## src/rtl/ctrl_pkg.sv

```systemverilog
// Shared encodings for the ctrl_seq control sequencer: state codes, opcodes,
// instruction field widths and the strobe bundle driven toward the datapath.
package ctrl_pkg;

  localparam int unsigned OP_W     = 4;
  localparam int unsigned ALU_OP_W = 3;

  localparam logic [OP_W-1:0] OP_LD   = 4'd8;
  localparam logic [OP_W-1:0] OP_ST   = 4'd9;
  localparam logic [OP_W-1:0] OP_LI   = 4'd10;
  localparam logic [OP_W-1:0] OP_JZ   = 4'd11;
  localparam logic [OP_W-1:0] OP_JNZ  = 4'd12;
  localparam logic [OP_W-1:0] OP_HALT = 4'd15;

  typedef enum logic [4:0] {
    StFetch0   = 5'd0,
    StFetch1   = 5'd1,
    StFetch2   = 5'd2,
    StDecode   = 5'd3,
    StA0       = 5'd4,
    StA1       = 5'd5,
    StA2       = 5'd6,
    StL0       = 5'd7,
    StL1       = 5'd8,
    StL2       = 5'd9,
    StS0       = 5'd10,
    StS1       = 5'd11,
    StS2       = 5'd12,
    StI0       = 5'd13,
    StI1       = 5'd14,
    StI2       = 5'd15,
    StJ0       = 5'd16,
    StJ1       = 5'd17,
    StHalted   = 5'd18,
    StStepWait = 5'd19
  } state_e;

  typedef struct packed {
    logic                pc_oe;
    logic                pc_ld;
    logic                pc_inc;
    logic                ir_ld;
    logic                mar_ld;
    logic                mdr_ld_bus;
    logic                mdr_ld_mem;
    logic                mdr_oe;
    logic                mem_rd;
    logic                mem_wr;
    logic [ALU_OP_W-1:0] alu_op;
    logic                alu_x_ld;
    logic                alu_y_ld;
    logic                alu_oe;
    logic                reg_rd;
    logic                reg_wr;
    logic                halted;
    logic                illegal;
  } strobes_t;

endpackage

```

## src/rtl/ctrl_seq_if.sv

```systemverilog
// Sequencer <-> datapath bundle. master = sequencer side, slave = datapath side.
// The step input exists only when CTRL_STEP_EN is defined.
interface ctrl_seq_if #(
  parameter int unsigned WIDTH  = 16,
  parameter int unsigned REG_AW = 6
);
  import ctrl_pkg::*;

  logic [WIDTH-1:0]    ir;
  logic                mem_ack;
  logic                zero;
`ifdef CTRL_STEP_EN
  logic                step;
`endif
  logic                pc_oe, pc_ld, pc_inc;
  logic                ir_ld;
  logic                mar_ld;
  logic                mdr_ld_bus, mdr_ld_mem, mdr_oe;
  logic                mem_rd, mem_wr;
  logic [ALU_OP_W-1:0] alu_op;
  logic                alu_x_ld, alu_y_ld, alu_oe;
  logic [REG_AW-1:0]   reg_addr;
  logic                reg_rd, reg_wr;
  logic                halted;
  logic                illegal;

  modport master (
`ifdef CTRL_STEP_EN
    input  step,
`endif
    input  ir, mem_ack, zero,
    output pc_oe, pc_ld, pc_inc, ir_ld, mar_ld, mdr_ld_bus, mdr_ld_mem, mdr_oe,
    output mem_rd, mem_wr, alu_op, alu_x_ld, alu_y_ld, alu_oe,
    output reg_addr, reg_rd, reg_wr, halted, illegal
  );

  modport slave (
`ifdef CTRL_STEP_EN
    output step,
`endif
    output ir, mem_ack, zero,
    input  pc_oe, pc_ld, pc_inc, ir_ld, mar_ld, mdr_ld_bus, mdr_ld_mem, mdr_oe,
    input  mem_rd, mem_wr, alu_op, alu_x_ld, alu_y_ld, alu_oe,
    input  reg_addr, reg_rd, reg_wr, halted, illegal
  );

endinterface

```

## src/rtl/ctrl_decode.sv

```systemverilog
// Opcode to first-execute-state lookup; flags undefined opcodes (13, 14).
module ctrl_decode
  import ctrl_pkg::*;
(
  input  logic [OP_W-1:0] op_i,
  output state_e          first_st_o,
  output logic            illegal_o
);

  always_comb begin
    first_st_o = StFetch0;
    illegal_o  = 1'b0;
    case (op_i)
      OP_LD:          first_st_o = StL0;
      OP_ST:          first_st_o = StS0;
      OP_LI:          first_st_o = StI0;
      OP_JZ, OP_JNZ:  first_st_o = StJ0;
      OP_HALT:        first_st_o = StHalted;
      default: begin
        if (!op_i[OP_W-1]) first_st_o = StA0;
        else               illegal_o  = 1'b1;
      end
    endcase
  end

endmodule

```

## src/rtl/ctrl_seq.sv

```systemverilog
// Multicycle control sequencer: state register, memory handshake waits and Moore strobe decode.
// Define CTRL_STEP_EN to park in StStepWait after each instruction until step = 1.
module ctrl_seq
  import ctrl_pkg::*;
#(
  parameter int unsigned WIDTH  = 16,
  parameter int unsigned REG_AW = 6
) (
  input  logic      clk,
  input  logic      reset,
  ctrl_seq_if.master bus
);

`ifdef CTRL_STEP_EN
  localparam state_e DoneSt = StStepWait;
`else
  localparam state_e DoneSt = StFetch0;
`endif

  state_e            state_q, state_d;
  state_e            dec_first;
  logic              dec_illegal;
  logic [OP_W-1:0]   op;
  logic [REG_AW-1:0] rd, rs;
  logic              jump_taken;
  logic              unused_ir;
  strobes_t          so;
  logic [REG_AW-1:0] addr;

  assign op        = bus.ir[WIDTH-1 -: OP_W];
  assign rd        = bus.ir[2*REG_AW-1 -: REG_AW];
  assign rs        = bus.ir[REG_AW-1:0];
  assign unused_ir = ^bus.ir;

  assign jump_taken = (op == OP_JZ) ? bus.zero : ~bus.zero;

  ctrl_decode u_decode (
    .op_i       (op),
    .first_st_o (dec_first),
    .illegal_o  (dec_illegal)
  );

  always_ff @(posedge clk) begin
    if (!reset) state_q <= StFetch0;
    else        state_q <= state_d;
  end

  always_comb begin
    state_d = state_q;
    unique case (state_q)
      StFetch0:   state_d = StFetch1;
      StFetch1:   if (bus.mem_ack) state_d = StFetch2;
      StFetch2:   state_d = StDecode;
      StDecode:   state_d = dec_illegal ? DoneSt : dec_first;
      StA0:       state_d = StA1;
      StA1:       state_d = StA2;
      StA2:       state_d = DoneSt;
      StL0:       state_d = StL1;
      StL1:       if (bus.mem_ack) state_d = StL2;
      StL2:       state_d = DoneSt;
      StS0:       state_d = StS1;
      StS1:       state_d = StS2;
      StS2:       if (bus.mem_ack) state_d = DoneSt;
      StI0:       state_d = StI1;
      StI1:       if (bus.mem_ack) state_d = StI2;
      StI2:       state_d = DoneSt;
      StJ0:       state_d = jump_taken ? StJ1 : DoneSt;
      StJ1:       state_d = DoneSt;
      StHalted:   state_d = StHalted;
`ifdef CTRL_STEP_EN
      StStepWait: if (bus.step) state_d = StFetch0;
`else
      StStepWait: state_d = StFetch0;
`endif
      default:    state_d = StFetch0;
    endcase
  end

  // mdr_ld_mem follows mem_ack so the MDR captures only in the completing cycle.
  always_comb begin
    so   = '0;
    addr = '0;
    unique case (state_q)
      StFetch0, StI0: begin
        so.pc_oe  = 1'b1;
        so.mar_ld = 1'b1;
      end
      StFetch1, StL1, StI1: begin
        so.mem_rd     = 1'b1;
        so.mdr_ld_mem = bus.mem_ack;
      end
      StFetch2: begin
        so.mdr_oe = 1'b1;
        so.ir_ld  = 1'b1;
        so.pc_inc = 1'b1;
      end
      StDecode: so.illegal = dec_illegal;
      StA0: begin
        so.alu_op   = op[ALU_OP_W-1:0];
        addr        = rd;
        so.reg_rd   = 1'b1;
        so.alu_x_ld = 1'b1;
      end
      StA1: begin
        so.alu_op   = op[ALU_OP_W-1:0];
        addr        = rs;
        so.reg_rd   = 1'b1;
        so.alu_y_ld = 1'b1;
      end
      StA2: begin
        so.alu_op = op[ALU_OP_W-1:0];
        so.alu_oe = 1'b1;
        addr      = rd;
        so.reg_wr = 1'b1;
      end
      StL0, StS0: begin
        addr      = rs;
        so.reg_rd = 1'b1;
        so.mar_ld = 1'b1;
      end
      StL2: begin
        so.mdr_oe = 1'b1;
        addr      = rd;
        so.reg_wr = 1'b1;
      end
      StS1: begin
        addr          = rd;
        so.reg_rd     = 1'b1;
        so.mdr_ld_bus = 1'b1;
      end
      StS2: so.mem_wr = 1'b1;
      StI2: begin
        so.mdr_oe = 1'b1;
        addr      = rd;
        so.reg_wr = 1'b1;
        so.pc_inc = 1'b1;
      end
      StJ0: begin
        addr      = rd;
        so.reg_rd = 1'b1;
      end
      StJ1: begin
        addr      = rs;
        so.reg_rd = 1'b1;
        so.pc_ld  = 1'b1;
      end
      StHalted: so.halted = 1'b1;
      default: ;
    endcase
  end

  // Reset gates every output combinationally so pending requests drop immediately.
  strobes_t          so_g;
  logic [REG_AW-1:0] addr_g;

  assign so_g   = reset ? so : '0;
  assign addr_g = reset ? addr : '0;

  assign bus.pc_oe      = so_g.pc_oe;
  assign bus.pc_ld      = so_g.pc_ld;
  assign bus.pc_inc     = so_g.pc_inc;
  assign bus.ir_ld      = so_g.ir_ld;
  assign bus.mar_ld     = so_g.mar_ld;
  assign bus.mdr_ld_bus = so_g.mdr_ld_bus;
  assign bus.mdr_ld_mem = so_g.mdr_ld_mem;
  assign bus.mdr_oe     = so_g.mdr_oe;
  assign bus.mem_rd     = so_g.mem_rd;
  assign bus.mem_wr     = so_g.mem_wr;
  assign bus.alu_op     = so_g.alu_op;
  assign bus.alu_x_ld   = so_g.alu_x_ld;
  assign bus.alu_y_ld   = so_g.alu_y_ld;
  assign bus.alu_oe     = so_g.alu_oe;
  assign bus.reg_addr   = addr_g;
  assign bus.reg_rd     = so_g.reg_rd;
  assign bus.reg_wr     = so_g.reg_wr;
  assign bus.halted     = so_g.halted;
  assign bus.illegal    = so_g.illegal;

endmodule
```

## src/flat_wrapper.sv

```systemverilog
// flat-port wrapper written by rule: the top's interface ports become plain ports
module ctrl_seq_flat import ctrl_pkg::*;
#(
  parameter int unsigned WIDTH  = 16,
  parameter int unsigned REG_AW = 6
)
  (clk, reset, bus_ir, bus_mem_ack, bus_zero, bus_pc_oe, bus_pc_ld, bus_pc_inc, bus_ir_ld, bus_mar_ld, bus_mdr_ld_bus, bus_mdr_ld_mem, bus_mdr_oe, bus_mem_rd, bus_mem_wr, bus_alu_op, bus_alu_x_ld, bus_alu_y_ld, bus_alu_oe, bus_reg_addr, bus_reg_rd, bus_reg_wr, bus_halted, bus_illegal);
  ctrl_seq_if #(.WIDTH(WIDTH), .REG_AW(REG_AW)) bus_i ();
  input  logic clk;
  input  logic reset;
  input wire logic [$bits(bus_i.ir)-1:0] bus_ir;
  input wire logic [$bits(bus_i.mem_ack)-1:0] bus_mem_ack;
  input wire logic [$bits(bus_i.zero)-1:0] bus_zero;
  output wire logic [$bits(bus_i.pc_oe)-1:0] bus_pc_oe;
  output wire logic [$bits(bus_i.pc_ld)-1:0] bus_pc_ld;
  output wire logic [$bits(bus_i.pc_inc)-1:0] bus_pc_inc;
  output wire logic [$bits(bus_i.ir_ld)-1:0] bus_ir_ld;
  output wire logic [$bits(bus_i.mar_ld)-1:0] bus_mar_ld;
  output wire logic [$bits(bus_i.mdr_ld_bus)-1:0] bus_mdr_ld_bus;
  output wire logic [$bits(bus_i.mdr_ld_mem)-1:0] bus_mdr_ld_mem;
  output wire logic [$bits(bus_i.mdr_oe)-1:0] bus_mdr_oe;
  output wire logic [$bits(bus_i.mem_rd)-1:0] bus_mem_rd;
  output wire logic [$bits(bus_i.mem_wr)-1:0] bus_mem_wr;
  output wire logic [$bits(bus_i.alu_op)-1:0] bus_alu_op;
  output wire logic [$bits(bus_i.alu_x_ld)-1:0] bus_alu_x_ld;
  output wire logic [$bits(bus_i.alu_y_ld)-1:0] bus_alu_y_ld;
  output wire logic [$bits(bus_i.alu_oe)-1:0] bus_alu_oe;
  output wire logic [$bits(bus_i.reg_addr)-1:0] bus_reg_addr;
  output wire logic [$bits(bus_i.reg_rd)-1:0] bus_reg_rd;
  output wire logic [$bits(bus_i.reg_wr)-1:0] bus_reg_wr;
  output wire logic [$bits(bus_i.halted)-1:0] bus_halted;
  output wire logic [$bits(bus_i.illegal)-1:0] bus_illegal;
  assign bus_i.ir = bus_ir;
  assign bus_i.mem_ack = bus_mem_ack;
  assign bus_i.zero = bus_zero;
  assign bus_pc_oe = bus_i.pc_oe;
  assign bus_pc_ld = bus_i.pc_ld;
  assign bus_pc_inc = bus_i.pc_inc;
  assign bus_ir_ld = bus_i.ir_ld;
  assign bus_mar_ld = bus_i.mar_ld;
  assign bus_mdr_ld_bus = bus_i.mdr_ld_bus;
  assign bus_mdr_ld_mem = bus_i.mdr_ld_mem;
  assign bus_mdr_oe = bus_i.mdr_oe;
  assign bus_mem_rd = bus_i.mem_rd;
  assign bus_mem_wr = bus_i.mem_wr;
  assign bus_alu_op = bus_i.alu_op;
  assign bus_alu_x_ld = bus_i.alu_x_ld;
  assign bus_alu_y_ld = bus_i.alu_y_ld;
  assign bus_alu_oe = bus_i.alu_oe;
  assign bus_reg_addr = bus_i.reg_addr;
  assign bus_reg_rd = bus_i.reg_rd;
  assign bus_reg_wr = bus_i.reg_wr;
  assign bus_halted = bus_i.halted;
  assign bus_illegal = bus_i.illegal;
  ctrl_seq #(.WIDTH(WIDTH), .REG_AW(REG_AW)) u_core (.clk(clk), .reset(reset), .bus(bus_i));
endmodule
```

## config.mk

```make
export PLATFORM = sky130hd
export DESIGN_NAME = ctrl_seq_flat
export DESIGN_NICKNAME = d
export VERILOG_FILES = /design/src/rtl/ctrl_pkg.sv /design/src/rtl/ctrl_seq_if.sv /design/src/rtl/ctrl_decode.sv /design/src/rtl/ctrl_seq.sv /design/src/flat_wrapper.sv
export SDC_FILE = /design/constraint.sdc
export NUM_CORES = 1
export LEC_CHECK = 0
export CAP_MARGIN = 15
export CORE_UTILIZATION = 25
export CTS_CLUSTER_SIZE = 28
export DETAILED_ROUTE_END_ITERATION = 10
export SKIP_LAST_GASP = 1
export SYNTH_ARGS = -nofsm -noshare
export SYNTH_HDL_FRONTEND = slang
export SYNTH_HIERARCHICAL = 1
export SYNTH_SLANG_ARGS = --single-unit
```

## constraint.sdc

```tcl
create_clock -name clk -period 1.4 [get_ports clk]
set_clock_uncertainty 0.05 [all_clocks]
set_input_delay 0.28 -clock clk [delete_from_list [all_inputs] [get_ports clk]]
set_output_delay 0.28 -clock clk [all_outputs]
set_load 0.01 [all_outputs]
```

== Yosys cells after proc, flatten, opt, wreduce, memory -nomap -nowiden ==
Cells that the tools add are included.

* Register bits after elaboration: 5
* Output and inout port bits: 26
* Word-level logic and storage cells: 77

* Eq/ne operators: 28
* Mux-type cells: 33
* Bitwise gates (word level): 1
* Reduce and logical (&&, ||, !) cells: 14

{| class="wikitable"
|+ Operators with widths
! operator !! number
|-
| $pmux 5 s15 || 1
|-
| $eq 5x4->1 const B || 8
|-
| $mux 5 || 6
|-
| $pmux 5 s5 || 1
|-
| $eq 4x4->1 const B || 6
|-
| $eq 5x3->1 const B || 4
|-
| $mux 1 || 20
|-
| $mux 20 || 1
|-
| $eq 5x5->1 const B || 3
|-
| $pmux 6 s2 || 1
|-
| $reduce_or 3->1 || 4
|-
| $reduce_or 6->1 || 2
|-
| $eq 5x2->1 const B || 2
|-
| $ne 2x2->1 const B || 4
|-
| $reduce_or 4->1 || 2
|-
| $reduce_or 7->1 || 1
|-
| $mux 3 || 2
|-
| $mux 6 || 1
|-
| $reduce_or 2->1 || 3
|-
| $eq 5x1->1 const B || 1
|-
| $logic_not 5->1 || 1
|-
| $reduce_and 4->1 || 1
|-
| $not 1->1 || 1
|}

== Longest topological paths before layout ==
Gate-level depths: netlist (run 1).

* Word-level depth: 5
* Mapped depth: 6
* Mapped depth without buffers: 5

== Hierarchy ==
Netlist (run 1), hierarchy kept.

{| class="wikitable"
|+ By module, submodules not included
! module !! instances !! cells an instance !! area an instance (um^2) !! sequential area each (um^2)
|-
| ctrl_seq || 1 || 145 || 965.9 || 100.1
|-
| ctrl_decode || 1 || 12 || 70.1 || 0.0
|}

== Worst setup path before layout (run 1) ==
OpenSTA, ideal clock, no wires.

* Kind: reg-to-output
* Start: register u_core.state_q[0]
* End: output port bus_mar_ld
* Arrival: 1.314 ns
* Data required time: 1.070 ns
* Slack: -0.244 ns
* Cell stages (with the launch flop): 6
* Path buffers: 3
* Path through: dfxtp_1 > buf_6 > buf_2 > buf_2 > or3_1 > a21oi_1

* Cells in the longest elaborated chain, start to end: 4

{| class="wikitable"
|+ RTL lines
! element !! line !! source
|-
| from (decl) || ctrl_seq.sv:20 || <nowiki>state_e state_q, state_d;</nowiki>
|-
| from (signal assigned) || ctrl_seq.sv:44 || <nowiki>if (!reset) state_q <= StFetch0;</nowiki>
|-
| from (signal assigned) || ctrl_seq.sv:45 || <nowiki>else state_q <= state_d;</nowiki>
|-
| $eq 5x4->1 (tied with other cells) || ctrl_seq.sv:83 || <nowiki>unique case (state_q)</nowiki>
|-
| $reduce_or 4->1 (no source line) * || -- ||
|-
| $mux 1 * || ctrl_seq.sv:83 ||
|-
| $mux 20 * || ctrl_seq.sv:156 || <nowiki>assign so_g = reset ? so : '0;</nowiki>
|-
| to (decl) || flat_wrapper.sv:18 || <nowiki>output wire logic [$bits(bus_i.mar_ld)-1:0] bus_mar_ld;</nowiki>
|}

Every way passes the cells marked *; elsewhere a longest branch is shown, timed or not.

== Worst setup path in the final report (run 1) ==
* Start: register u_core.state_q[2]
* End: output port bus_reg_addr[3]

* Cells in the longest elaborated chain, start to end: 4

{| class="wikitable"
|+ RTL lines
! element !! line !! source
|-
| $eq 5x4->1 (tied with other cells) || ctrl_seq.sv:83 ||
|-
| $reduce_or 6->1 (no source line) / $reduce_or 4->1 (equally long branches) || -- ||
|-
| $pmux 6 s2 * || ctrl_seq.sv:83 ||
|-
| $mux 6 * || ctrl_seq.sv:157 || <nowiki>assign addr_g = reset ? addr : '0;</nowiki>
|-
| to (decl) || flat_wrapper.sv:28 || <nowiki>output wire logic [$bits(bus_i.reg_addr)-1:0] bus_reg_addr;</nowiki>
|}

Marks and branches as above.

==> run metrics, run 1 <==
outcome finished with violations; failing checks negative setup slack; commonest non-fill, non-tap cells in the layout buf_4 (52), buf_2 (21), buf_6 (19), nand2_1 (18), clkdlybuf4s50_1 (14); XOR/XNOR share of the synthesized area about 3.4%; # Max-Cap Violations 0; area of the multi-input gates between 0.001 and 0.0015 mm2; Post-Route WL roughly 4.4 mm; hold path endpoint u_core/state_q[3]; largest registers u_core/state_q: 5 flops; hold_sp reset; Clock Latency Late Sink ~0.22 ns; crit-path max FO 7; Rel. slew slack 77.28%; Total Routing Usage GR between 20% and 30%; worst flop-to-flop path startpoint u_core/state_q[2]; Startpoint Class flop; Post-layout nets ~290; Post-synth EDFFs 0; Syn Area/Cell about 6.6 um2; CP arrival 1.53 ns; Worst EP required 1.07 ns; Avg WL per Cell roughly 14 um; Site Rows 23; number of routed nets with antenna violations 0; clk sinks 5; cells along the critical path nor2b_4 -> buf_6 -> a21oi_4 -> a2bb2oi_4 -> buf_6 -> o22ai_2 -> buf_2; max reg flops 5; Antenna diodes 0; CP max stage cell dfxtp_4; total power 0.001815 W; Worst Tran Pin Value approximately 0.34 ns; Cell Area, Synth a little over 0.001 mm2; register area 116.4 um2; post-synthesis cell count ~160; vias about 1600; Synthesized Nets roughly 180; met3 GRT Util 0.8621%; Starting Density between 20% and 30%; ys flop type dfxtp_1; I/O Buffers 45; RSZ-0062 raised after global routing yes; worst hold path class in -> reg; area delta synth->final 128.6%; Top reg by flops u_core/state_q; CTS tree built; grt peak-use layer met2; Levels on crit path 7; gpl congestion 0.8376; Max Freq 536.2 MHz; Die W approximately 66 um; FF-to-FF path depth 8; TritonCTS Buffers 3; fraction of registers with async set/reset 0%; CP peak stage delay roughly 0.37 ns; WS Path Type reg -> out; met2 usage between 30% and 40%; DRC 0; Worst path top cell family by delay buffers and inverters; RR Endpoint u_core/state_q[2]; Initial DRT Pass Iterations 4; Reg2Reg Setup Slack -0.26 ns; Yosys top cell area share about a tenth; Congestion Overflow GR 0; initial antenna violation count 0; pin count of the biggest net entering global routing 18; Synth Register Bits 5; pwr dens ~770 mW/mm2; Fin. Hold Viols 0; post-layout minimum cycle time between 1.5 and 2 ns; peak supply drop about 0.00027 V; hold_ws 0.5896 ns; fraction of layout cells with a size suffix above 1 a little over 60%; main combinational cell family by area after synthesis simple AND/OR/NAND/NOR gates; Synth area leaders dfxtp_1 (9.7%), nand2_1 (8.7%), a21oi_1 (7.2%); Leak approximately 1.1 nW; H-tree depth 1; fin area roughly 0.0024 mm2; Die ar. between 0.004 and 0.005 mm2; # setup viols final 31; via/cell ratio 5.000; dpl cell area around 0.0019 mm2; first-pass GRT wire length roughly 7 mm; Critical Path Most Common Cell buf_6; Yosys warnings 6; mux share of post-synthesis cell area 0%; Setup crit end kind primary output; Layout fillers 360; post-synth cell types 44; Max Buffers Root-to-Sink 2; Synth Area in Adders 0%; area leader, netlist dfxtp_1; met1 usage about a quarter; violation count after the first detailed-route iteration 32; number of global-route vias before repair around 1500; worst hold path depth 2; core area between 0.004 and 0.005 mm2; sequential area share after synthesis 9.662%; Die H between 60 and 70 um; final worst slack -0.4650 ns; hold buffers post-CTS 0; Synth Area in Simple Gates between 40% and 50%; I/O pin total 46; number of buffers and inverters on the critical path 3; max-slew violation count 0; CTS clk-pin slew, worst paths roughly 0.040 ns; CTS root buf clkbuf_8; commonest non-fill, non-tap cell in the layout buf_4; complex-gate fraction of the synthesized area between 30 and 40%; fin crit share 133.2%; DPL Wire Length a little under 3 mm
[metrics by stage]
stage                     util [%]  TNS (ns)  setup slack, ns  instances
final                        59.21    -10.36          -0.4650        314
after detailed placement     48.05    -22.59          -0.8236        289
after global routing         59.21    -12.32          -0.5201        314
after floorplan                  -    -1.174          -0.1374        157
after global placement       48.05    -22.26          -0.8023        289
after CTS                    55.52    -9.419          -0.4333        310
[cell families after synthesis]
kind of cell | after synthesis
AO/OA/AOI/OAI | 45
buffers and inverters | 15
XOR/XNOR | 4
flip-flops | 5
AND/OR/NAND/NOR | 88
[cells in the mapped netlist (2+ instances only)]
cell / count
or3b_1: 2
nand3_1: 6
nand2_1: 24
nand3b_1: 3
a31oi_1: 2
buf_2: 7
o31ai_1: 2
buf_6: 4
inv_1: 2
a21oi_1: 15
a2bb2oi_2: 2
o21ai_0: 4
nand2b_1: 12
nor2_1: 13
nor3_1: 3
a21o_1: 2
or3_1: 2
nor2_2: 2
a32oi_1: 2
nor2b_1: 5
or2b_1: 2
xnor2_1: 2
and2_1: 5
xor2_1: 2
nand4b_1: 2
o22ai_1: 6
a2bb2oi_1: 3
dfxtp_1: 5
[report_power, final]
part,switching (W),total [W],internal (W)
combinational,0.000598,0.00133,0.000737
clock,0.0000787,0.000275,0.000196
sequential,0.0000397,0.000205,0.000166
[how the worst max path moves through the flow]
stage | from | endpoint | slack [ns]
global placement | reset | bus_pc_oe | -0.80
detailed placement | reset | bus_pc_oe | -0.82
CTS | u_core/state_q[2] | bus_reg_addr[3] | -0.43
finish | u_core/state_q[2] | bus_reg_addr[3] | -0.46
global route | u_core/state_q[2] | bus_alu_op[1] | -0.52
floorplan | u_core/state_q[0] | bus_mar_ld | -0.14
[area by class of cell]
type	instances	share of cell area [%]
tap	50	2.641
sequential	5	4.913
multi-input combinational	137	48.39
timing repair buffer	116	41.73
inverter	2	0.4226
clock buffer	4	1.902
[worst register-to-register path: stages, from the launching register on]
cell     delay, ns
dfxtp_4       0.37
buf_4         0.15
nor2_4        0.11
buf_8         0.14
buf_6         0.10
nor4b_4       0.29
buf_4         0.19
nand2_4       0.05
a21oi_2       0.13
[routing by layer]
layer | share of wire, % | vias to the layer above
met5 | 0 | -
met4 | 0.41 | 0
met2 | 53 | 46
li1 | - | 778
met3 | 3.0 | 2
met1 | 44 | 744
[what timing repair did]
action | 4_1_cts | 5_1_grt
endpoints found under the setup margin | 31 | 31
setup buffers | 18 | 4
pin swaps | 31 | 11
resized for setup | 174 | 20
(Power assumes the default switching activity.)
==> run 2: changes to the inputs <==
Settings changed: CTS_CLUSTER_SIZE 28 to default.
==> results of run 2 <==
No change in the layout: final DEF, timing and power equal those of run 1.
==> run 3: changes to the inputs <==
Settings changed: CTS_CLUSTER_SIZE from default to 12.
==> results of run 3 <==
No change in the layout: final DEF, timing and power equal those of run 1.
